--- config.mk ---
export PLATFORM = sky130hd
export DESIGN_NAME = sync_fifo_flags
export DESIGN_NICKNAME = d
export VERILOG_FILES = /design/src/rtl/sync_fifo_pkg.sv /design/src/rtl/sync_fifo_ram.sv /design/src/rtl/sync_fifo_flags.sv
export SDC_FILE = /design/constraint.sdc
export NUM_CORES = 1
export LEC_CHECK = 0
export CORE_ASPECT_RATIO = 0.75
export CORE_MARGIN = 4
export CORE_UTILIZATION = 44
export DETAILED_ROUTE_END_ITERATION = 12
export PLACE_DENSITY_LB_ADDON = 0.3
export SETUP_SLACK_MARGIN = 0.02
export SYNTH_ARGS = -nofsm -noshare
export SYNTH_HDL_FRONTEND = slang
export SYNTH_HIERARCHICAL = 1
export SYNTH_SLANG_ARGS = --single-unit
--- constraint.sdc ---
create_clock -name clk -period 3.56 [get_ports clk]
set_input_delay 0.356 -clock clk [delete_from_list [all_inputs] [get_ports clk]]
set_output_delay 0.356 -clock clk [all_outputs]
set_load 0.05 [all_outputs]
--- src/rtl/sync_fifo_pkg.sv ---
// Shared sizing helpers, read-mode constants and parameter-legality check for
// the sync_fifo_flags family.
package sync_fifo_pkg;

    localparam int RD_STD  = 0;
    localparam int RD_FWFT = 1;

    function automatic int addr_w(input int depth);
        return (depth > 1) ? $clog2(depth) : 1;
    endfunction

    // One extra bit so a completely full FIFO (count == depth) is representable.
    function automatic int cnt_w(input int depth);
        return $clog2(depth) + 1;
    endfunction

    function automatic bit params_legal(input int depth, input int afull_th,
                                        input int aempty_th, input int fwft);
        return (depth >= 2) &&
               (afull_th >= 1) && (afull_th <= depth) &&
               (aempty_th >= 0) && (aempty_th <= depth - 1) &&
               ((fwft == RD_STD) || (fwft == RD_FWFT));
    endfunction

endpackage

--- src/rtl/sync_fifo_ram.sv ---
// Simple dual-port storage array: synchronous write port, asynchronous read port.
module sync_fifo_ram
    import sync_fifo_pkg::*;
#(
    parameter int DATA_WIDTH = 8,
    parameter int DATA_DEPTH = 16,
    parameter int ADDR_W     = addr_w(DATA_DEPTH)
) (
    input  logic                  clk,
    input  logic                  we,
    input  logic [ADDR_W-1:0]     waddr,
    input  logic [DATA_WIDTH-1:0] wdata,
    input  logic [ADDR_W-1:0]     raddr,
    output logic [DATA_WIDTH-1:0] rdata
);

    logic [DATA_WIDTH-1:0] mem_q [DATA_DEPTH];

    // NOTE: sequential state is written with <= so every flop samples the
    // pre-edge values; the array also has no reset so it maps onto RAM macros,
    // and the occupancy count alone decides which words are meaningful.
    always_ff @(posedge clk) begin
        if (we) begin
            mem_q[waddr] <= wdata;
        end
    end

    assign rdata = mem_q[raddr];

endmodule

--- src/rtl/sync_fifo_flags.sv ---
// Single-clock FIFO with occupancy count, threshold flags and standard/FWFT read.
// Define SYNC_FIFO_ERR_EN to add sticky overflow/underflow outputs with err_clr.
module sync_fifo_flags
    import sync_fifo_pkg::*;
#(
    parameter int DATA_WIDTH = 8,
    parameter int DATA_DEPTH = 16,
    parameter int AFULL_TH   = DATA_DEPTH - 2,
    parameter int AEMPTY_TH  = 2,
    parameter int FWFT       = RD_STD
) (
    input  logic                          clk,
    input  logic                          rst_n,
    input  logic                          wr_en,
    input  logic [DATA_WIDTH-1:0]         data_in,
    input  logic                          rd_en,
    output logic [DATA_WIDTH-1:0]         data_out,
    output logic                          rd_valid,
    output logic                          full,
    output logic                          empty,
    output logic                          almost_full,
    output logic                          almost_empty,
`ifdef SYNC_FIFO_ERR_EN
    input  logic                          err_clr,
    output logic                          overflow,
    output logic                          underflow,
`endif
    output logic [cnt_w(DATA_DEPTH)-1:0]  fifo_cnt
);

    localparam int ADDR_W = addr_w(DATA_DEPTH);
    localparam int CNT_W  = cnt_w(DATA_DEPTH);

    localparam logic [ADDR_W-1:0] LAST_ADDR  = ADDR_W'(DATA_DEPTH - 1);
    localparam logic [CNT_W-1:0]  DEPTH_CNT  = CNT_W'(DATA_DEPTH);
    localparam logic [CNT_W-1:0]  AFULL_CNT  = CNT_W'(AFULL_TH);
    localparam logic [CNT_W-1:0]  AEMPTY_CNT = CNT_W'(AEMPTY_TH);

    if (!params_legal(DATA_DEPTH, AFULL_TH, AEMPTY_TH, FWFT)) begin : g_bad_params
        $error("sync_fifo_flags: illegal DATA_DEPTH/AFULL_TH/AEMPTY_TH/FWFT combination");
    end

    logic [ADDR_W-1:0]     wr_addr_q, wr_addr_d;
    logic [ADDR_W-1:0]     rd_addr_q, rd_addr_d;
    logic [CNT_W-1:0]      cnt_q, cnt_d;
    logic                  wr_acc, rd_acc;
    logic [DATA_WIDTH-1:0] ram_rdata;

    assign wr_acc = wr_en & ~full;
    assign rd_acc = rd_en & ~empty;

    // NOTE: every always_comb output gets a default before any branch so no
    // path leaves it unassigned and no latch is inferred.
    always_comb begin
        wr_addr_d = wr_addr_q;
        rd_addr_d = rd_addr_q;
        cnt_d     = cnt_q;

        // Explicit wrap so non-power-of-two depths never address past the end.
        if (wr_acc) begin
            wr_addr_d = (wr_addr_q == LAST_ADDR) ? '0 : wr_addr_q + ADDR_W'(1);
        end
        if (rd_acc) begin
            rd_addr_d = (rd_addr_q == LAST_ADDR) ? '0 : rd_addr_q + ADDR_W'(1);
        end

        unique case ({wr_acc, rd_acc})
            2'b10:   cnt_d = cnt_q + CNT_W'(1);
            2'b01:   cnt_d = cnt_q - CNT_W'(1);
            default: cnt_d = cnt_q;
        endcase
    end

    always_ff @(posedge clk) begin
        if (!rst_n) begin
            wr_addr_q <= '0;
            rd_addr_q <= '0;
            cnt_q     <= '0;
        end else begin
            wr_addr_q <= wr_addr_d;
            rd_addr_q <= rd_addr_d;
            cnt_q     <= cnt_d;
        end
    end

    assign full         = (cnt_q == DEPTH_CNT);
    assign empty        = (cnt_q == '0);
    assign almost_full  = (cnt_q >= AFULL_CNT);
    assign almost_empty = (cnt_q <= AEMPTY_CNT);
    assign fifo_cnt     = cnt_q;

    sync_fifo_ram #(
        .DATA_WIDTH (DATA_WIDTH),
        .DATA_DEPTH (DATA_DEPTH),
        .ADDR_W     (ADDR_W)
    ) u_ram (
        .clk   (clk),
        .we    (wr_acc),
        .waddr (wr_addr_q),
        .wdata (data_in),
        .raddr (rd_addr_q),
        .rdata (ram_rdata)
    );

    if (FWFT == RD_FWFT) begin : g_fwft
        // Head word is always presented; a pop simply moves rd_addr on.
        assign data_out = ram_rdata;
        assign rd_valid = ~empty;
    end else begin : g_std
        logic [DATA_WIDTH-1:0] dout_q;
        logic                  rvalid_q;

        always_ff @(posedge clk) begin
            if (!rst_n) begin
                dout_q   <= '0;
                rvalid_q <= 1'b0;
            end else begin
                rvalid_q <= rd_acc;
                if (rd_acc) begin
                    dout_q <= ram_rdata;
                end
            end
        end

        assign data_out = dout_q;
        assign rd_valid = rvalid_q;
    end

`ifdef SYNC_FIFO_ERR_EN
    logic overflow_q, underflow_q;

    // Set term is OR-ed after the clear so a same-cycle set wins.
    always_ff @(posedge clk) begin
        if (!rst_n) begin
            overflow_q  <= 1'b0;
            underflow_q <= 1'b0;
        end else begin
            overflow_q  <= (wr_en & full)  | (overflow_q  & ~err_clr);
            underflow_q <= (rd_en & empty) | (underflow_q & ~err_clr);
        end
    end

    assign overflow  = overflow_q;
    assign underflow = underflow_q;
`endif

endmodule

==> results of run 1 <==
[flip-flops by register name (all words and copies together) (netlist names)]
register,count
u_ram/mem_q,128
data_out,8
fifo_cnt,5
rd_addr_q,4
wr_addr_q,4
rd_valid,1
[worst paths after layout]
path / startpoint / end / slack (ns) / depth (start not counted)
setup / recovery: fifo_cnt[0]$_SDFFE_PN0P_ / fifo_cnt[3]$_SDFFE_PN0P_ / 0.54 / 9
hold / removal: data_out[5]$_SDFFE_PN0P_ / data_out[5]$_SDFFE_PN0P_ / 0.47 / 2
setup reg to reg: fifo_cnt[0]$_SDFFE_PN0P_ / fifo_cnt[3]$_SDFFE_PN0P_ / 0.54 / 9
hold reg to reg: data_out[5]$_SDFFE_PN0P_ / data_out[5]$_SDFFE_PN0P_ / 0.47 / 2
[placed cells by master, fill, tap and decap left out, types with 6 or more instances in the layout]
cell	n
clkdlybuf4s50_1	29
nand2_1	36
buf_4	15
clkbuf_16	17
mux4_1	14
a21boi_2	11
dfxtp_1	21
edfxtp_1	128
mux4_2	18
a22oi_1	16
nor2_1	16
ha_1	6
[kinds of logic after synthesis]
logic type	after synthesis	synth area share, %
buffers and inverters	18	2.20
muxes	37	13.4
xor gates and xnor gates	3	0.428
adders and majority gates	7	1.55
and+or+nand+nor	83	6.56
AOI/OAI and AO/OA	44	6.07
DFF	150	69.8
[power by group through the flow]
stage	combinational, W	sequential, W	clock, W
2_1_floorplan	0.000963	0.00232	0
3_3_place_gp	0.00146	0.00219	0
3_5_place_dp	0.00146	0.00220	0
4_1_cts	0.00146	0.00216	0.00182
5_1_grt	0.00157	0.00218	0.00190
6_report	0.00145	0.00216	0.00178
[final cells by class]
class,instances,area share [%]
Sequential cell,150,59.3
Multi-Input combinational cell,174,23.8
Inverter,2,0.104
Tap cell,175,3.03
Timing Repair Buffer,44,5.57
Clock inverter,15,2.32
Clock buffer,17,5.89
[per-stage QoR]
stage | cell area [um^2] | power [W] | utilization [%] | hold WS (ns) | instances
detailed placement | 6640 | 0.00366 | 48.4 | 0.462 | 545
CTS | 7230 | 0.00544 | 52.7 | 0.470 | 577
global placement | 6640 | 0.00365 | 48.4 | 0.455 | 545
global route | 7230 | 0.00565 | 52.7 | 0.496 | 577
floorplan | 6140 | 0.00329 | - | 0.455 | 342
finish | 7230 | 0.00539 | 52.7 | 0.466 | 577
[routing by layer]
layer,up-vias,wire length (um)
li1,1474,-
met1,1618,5860
met2,61,5480
met3,12,400
met4,0,127
met5,-,0
[worst min-delay path, cell delays in order, from the launching register on]
cell and delay (ns):
dfxtp_1 0.31, nand2_1 0.07, a21boi_2 0.05
==> run metrics, run 1 <==
Seq/Total Area, Yosys between 60 and 70%; RSZ-0062 raised after global routing false; CTS root buf clkbuf_16; critical path's most frequent cell ha_1; TritonCTS Buffers 17; number of DRC markers in iteration 0 248; clk sinks 150; number of global-route vias before repair 3142; worst-margin pin slew 0.880 ns; FF+latch count, synth 150; worst vdd ir 407 uV; Avg Cell Area, Syn 18.0 um^2; global-route track usage on met3 3.84%; top post-synthesis cells by count 128 x edfxtp_1, 36 x nand2_1, 22 x dfxtp_1; top_reg_cell synth edfxtp_1; syn_nets between 300 and 400; setup tns final 0 ns; top cells by area, synth edfxtp_1 63%, dfxtp_1 7.2%, mux4_2 6.6%; post-synth top area cell edfxtp_1; Tot GR Track Use 16.2%; row cnt 37; Max Slew Vio Count 0; worst slack at placement approximately 0.56 ns; Post-synth EDFFs 128; fillers ~1100; Post-Synthesis Cells about 340; Async S/R FF share, synth 0%; GR peak layer met2; Post-route DRC 0; die area 0.0159 mm^2; area occupied by multi-input gates 0.00172 mm^2; Core ar. 0.0137 mm^2; Routed WL 11900 um; Port Buffers 29; die outline width 144 um; Setup Buffers After CTS 0; post-DP HPWL 7510 um; PwrDens 746 mW/mm^2; starting density of the core roughly 45%; Clock Latency Late Sink 0.42 ns; max cap viols 0; remaining global-route overflow 0; status complete, no violations; Netlist cell types 45; cell area after synthesis 0.00614 mm^2; Bufs and invs on worst path 1; TritonCTS clock tree built; Comb power frac 26.9%; Worst path top cell family by delay simple AND/OR/NAND/NOR gates; H-Tree Depth 4; Sw Ratio 31.8%; share of layout cells above drive strength 1 20.9%; Top-Level Pins 30; min cycle time layout roughly 3 ns; first-pass GRT wire length ~18000 um; worst-path fanout max 13; slowest library cell on the worst path or4b_2; Synth-to-Final Area Change 17.7%; global placer's final weighted congestion 0.738; Die Span Y 110 um; post-DR vias/cell 5.49; crit path DAT between 3 and 4 ns; met1 Usage GRT 23.8%; Max Buffers Root-to-Sink 2; Global Route met2 Usage 23.9%; initial antenna violation count 0; delay of the slowest critical-path stage 0.61 ns; Startpoint Class flip-flop; routed vias 3165; crit-path cells or4_4, o21ai_4, inv_2, ha_1, ha_1, a21o_2, a21oi_1, or4b_2, nand3_1; # diodes 0; crit path capture type flip-flop; top-count cell post-synth edfxtp_1; Wirelength per Cell 20.6 um; final hold viol count 0; sequential power share around 40%; Clock power frac between 30% and 40%; TritonRoute pass-1 iters 4; post-synth top area share 62.6%; Int Power approximately 0.0037 W; Resize count post-CTS 0; fin crit share a little over four fifths; CTS clock-pin slew for the worst setup and hold paths 0.07 ns; pin count of the biggest net entering global routing 37; Max Clock Freq 331 MHz; Yosys warning count 6; sw power 0.00171 W; setup ws final 0.539 ns; Final #Nets just over 400; HP Class reg -> reg; Leak about 2.4 nW; Relative slew margins 41.1%; Finish-stage setup viols 0; Max Clock Skew 0.0142 ns; CTS Hold Bufs 0; Seq. cell area approximately 0.0043 mm^2; CP Data Required Time 3.93 ns; Crit Path Category reg -> reg; ANT nets after route 0
Power figures use the tool's default switching activity.
==> run 2, diff against run 1 <==
==> constraint.sdc (replaced) <==
create_clock -name clk -period 2.8 [get_ports clk]
set_input_delay 0.28 -clock clk [delete_from_list [all_inputs] [get_ports clk]]
set_output_delay 0.28 -clock clk [all_outputs]
set_load 0.05 [all_outputs]
==> run metrics, run 2 (same netlist as run 1, synthesis figures left out) <==
Max Buffers Root-to-Sink 2 (unchanged); initial antenna violation count 0 (unchanged); slowest library cell on the worst path or4b_2; placed cell count 554 (+1.7%); most frequent cells in the layout 128 x edfxtp_1, 36 x nand2_1, 29 x clkdlybuf4s50_1; wire length on met2 5450 um (-0.49%); Synth-to-Final Area Change 19.2%; setup tns final 0 ns (unchanged); share of layout cells above drive strength 1 23.6% (+2.7 points); TritonRoute pass-1 iters 4 (unchanged); Post-route DRC 0 (unchanged); routed vias 3198 (+1.0%); starting density of the core 44.8% (unchanged); CTS clock-pin slew for the worst setup and hold paths 0.06 ns (about the same); die outline width 144 um (unchanged); Top reg by flops u_ram/mem_q; Hold Slack 0.462 ns (-0.00409 ns); Cell Count, Final, Fillers Out 586 (+1.6%); CTS Hold Bufs 0 (unchanged); ANT nets after route 0 (unchanged); fillers 1077 (+1.0%); global placer's final weighted congestion 0.723 (-2.0%); fin crit share 94.5% (+9.7 points); post-DR vias/cell 5.46 (-0.51%); top layer in use met4; Wirelength per Cell 20.2 um (-1.7%); TritonCTS Buffers 17 (unchanged); max reg flops 128 (unchanged); Top-Level Pins 30 (unchanged); Max Clock Freq 378 MHz (+14%); Setup Buffers After CTS 0 (unchanged); Routed WL 11900 um (-0.13%); Max Slew Vio Count 0 (unchanged); Crit Path Category reg -> reg; met3 wire length 748 um (+87%); Resize count post-CTS 0 (unchanged); status complete, no violations; Tot GR Track Use 16.2% (-0.018 points); Die Span Y 110 um (unchanged); remaining global-route overflow 0 (unchanged); TritonCTS clock tree built; Leak 2.45 nW (+2.6%); number of global-route vias before repair 3286 (+4.6%); Core ar. 0.0137 mm^2 (unchanged); reg2reg setup slack 0.15 ns (-0.39 ns); critical path's most frequent cell ha_1; Clock Latency Late Sink 0.41 ns (about the same); CP Data Required Time 3.15 ns (-0.78 ns); hold wc startpoint data_out[6]$_SDFFE_PN0P_; RSZ-0062 raised after global routing false; clk sinks 150 (unchanged); pin count of the biggest net entering global routing 37 (unchanged); first-pass GRT wire length 18600 um (+0.75%); Max Clock Skew 0.00862 ns (-0.00555 ns); # diodes 0 (unchanged); CTS root buf clkbuf_16; worst-margin pin slew 0.833 ns (-0.0472 ns); FF-to-FF End fifo_cnt[3]$_SDFFE_PN0P_; CP Launch Point fifo_cnt[0]$_SDFFE_PN0P_; final hold viol count 0 (unchanged); HP Class reg -> reg; Hold EP data_out[6]$_SDFFE_PN0P_; row cnt 37 (unchanged); max cap viols 0 (unchanged); WHS Path Cells 2 (unchanged); crit path capture type flip-flop; H-Tree Depth 4 (unchanged); Crit Reg-Reg Startpoint fifo_cnt[0]$_SDFFE_PN0P_; worst-path fanout max 7 (-6); number of DRC markers in iteration 0 221 (-11%); die area 0.0159 mm^2 (unchanged); Finish-stage setup viols 0 (unchanged); commonest non-fill, non-tap cell in the layout edfxtp_1; worst vdd ir 413 uV (+1.4%); reg2reg path depth 9 (unchanged); delay of the slowest critical-path stage 0.61 ns (about the same); min cycle time layout 2.65 ns (-0.374 ns); Final #Nets 417 (+2.2%); crit path DAT 3.00 ns (-0.39 ns); Relative slew margins 44.3% (+3.2 points); M1 WL 5570 um (-4.9%); Port Buffers 29 (unchanged); crit-path cells or4_4, o21ai_4, inv_2, ha_1, ha_1, a21o_2, a21oi_1, or4b_2, nand3_1; Startpoint Class flip-flop; post-DP HPWL 7610 um (+1.4%); PwrDens 944 mW/mm^2 (+26%)
[run 2: cell count changes in the layout (fill, tap and decap cells not counted)]
cell	previous run	this run
buf_12	0	1
clkinv_2	0	1
buf_4	15	23
dfxtp_2	1	3
a2111oi_0	1	0
a2111oi_1	0	1
inv_8	1	2
clkinvlp_4	3	1
dfxtp_4	0	2
dfxtp_1	21	17
[run 2: worst max path at each step]
| stage | endpoint | slack [ns] |
|---|---|---|
| after floorplan | fifo_cnt[3]$_SDFFE_PN0P_ | 0.04 |
| after global placement | fifo_cnt[3]$_SDFFE_PN0P_ | 0.22 |
| after detailed placement | fifo_cnt[3]$_SDFFE_PN0P_ | 0.17 |
| after CTS | fifo_cnt[3]$_SDFFE_PN0P_ | 0.15 |
| after global routing | fifo_cnt[3]$_SDFFE_PN0P_ | 0.05 |
| final | fifo_cnt[3]$_SDFFE_PN0P_ | 0.15 |
[run 2: area by class of cell]
class | count | area, um^2 | area share, %
well taps | 175 | 219 | 2.99
inverters | 2 | 7.51 | 0.103
multi-input cells | 174 | 1720 | 23.5
clock buffers | 17 | 425 | 5.81
flip-flops and latches | 150 | 4300 | 58.7
repair buffers | 53 | 483 | 6.60
clock inverters | 15 | 169 | 2.31
[run 2: metal layers]
| metal | up-vias | global-route usage, % |
|---|---|---|
| met3 | 9 | 3.62 |
| met2 | 81 | 24.3 |
| met1 | 1619 | 23.6 |
| met4 | 0 | 5.39 |
| li1 | 1489 | - |
| met5 | - | 0 |
[run 2: report_power, final]
| group | internal [W] | switching (W) | leakage, nW |
|---|---|---|---|
| Clock | 0.00134 | 0.000923 | 0.290 |
| Sequential | 0.00257 | 0.000146 | 1.34 |
| Combinational | 0.000837 | 0.00110 | 0.824 |
[run 2: per-stage QoR]
stage	area (um^2)	utilization (%)	setup WS [ns]	total power, W
after global placement	6730	49.1	0.217	0.00469
final	7320	53.4	0.153	0.00691
after detailed placement	6730	49.1	0.175	0.00471
after CTS	7320	53.4	0.148	0.00698
after global routing	7320	53.4	0.0538	0.00723
after floorplan	6150	-	0.0380	0.00420
[run 2: critical path: cells and delay by family (launching register included)]
| kind | cells | cell delay [ns] |
|---|---|---|
| compound gates | 3 | 0.33 |
| fa+ha+maj | 2 | 0.56 |
| buf+inv | 1 | 0.05 |
| flops | 1 | 0.37 |
| simple gates | 3 | 1.26 |
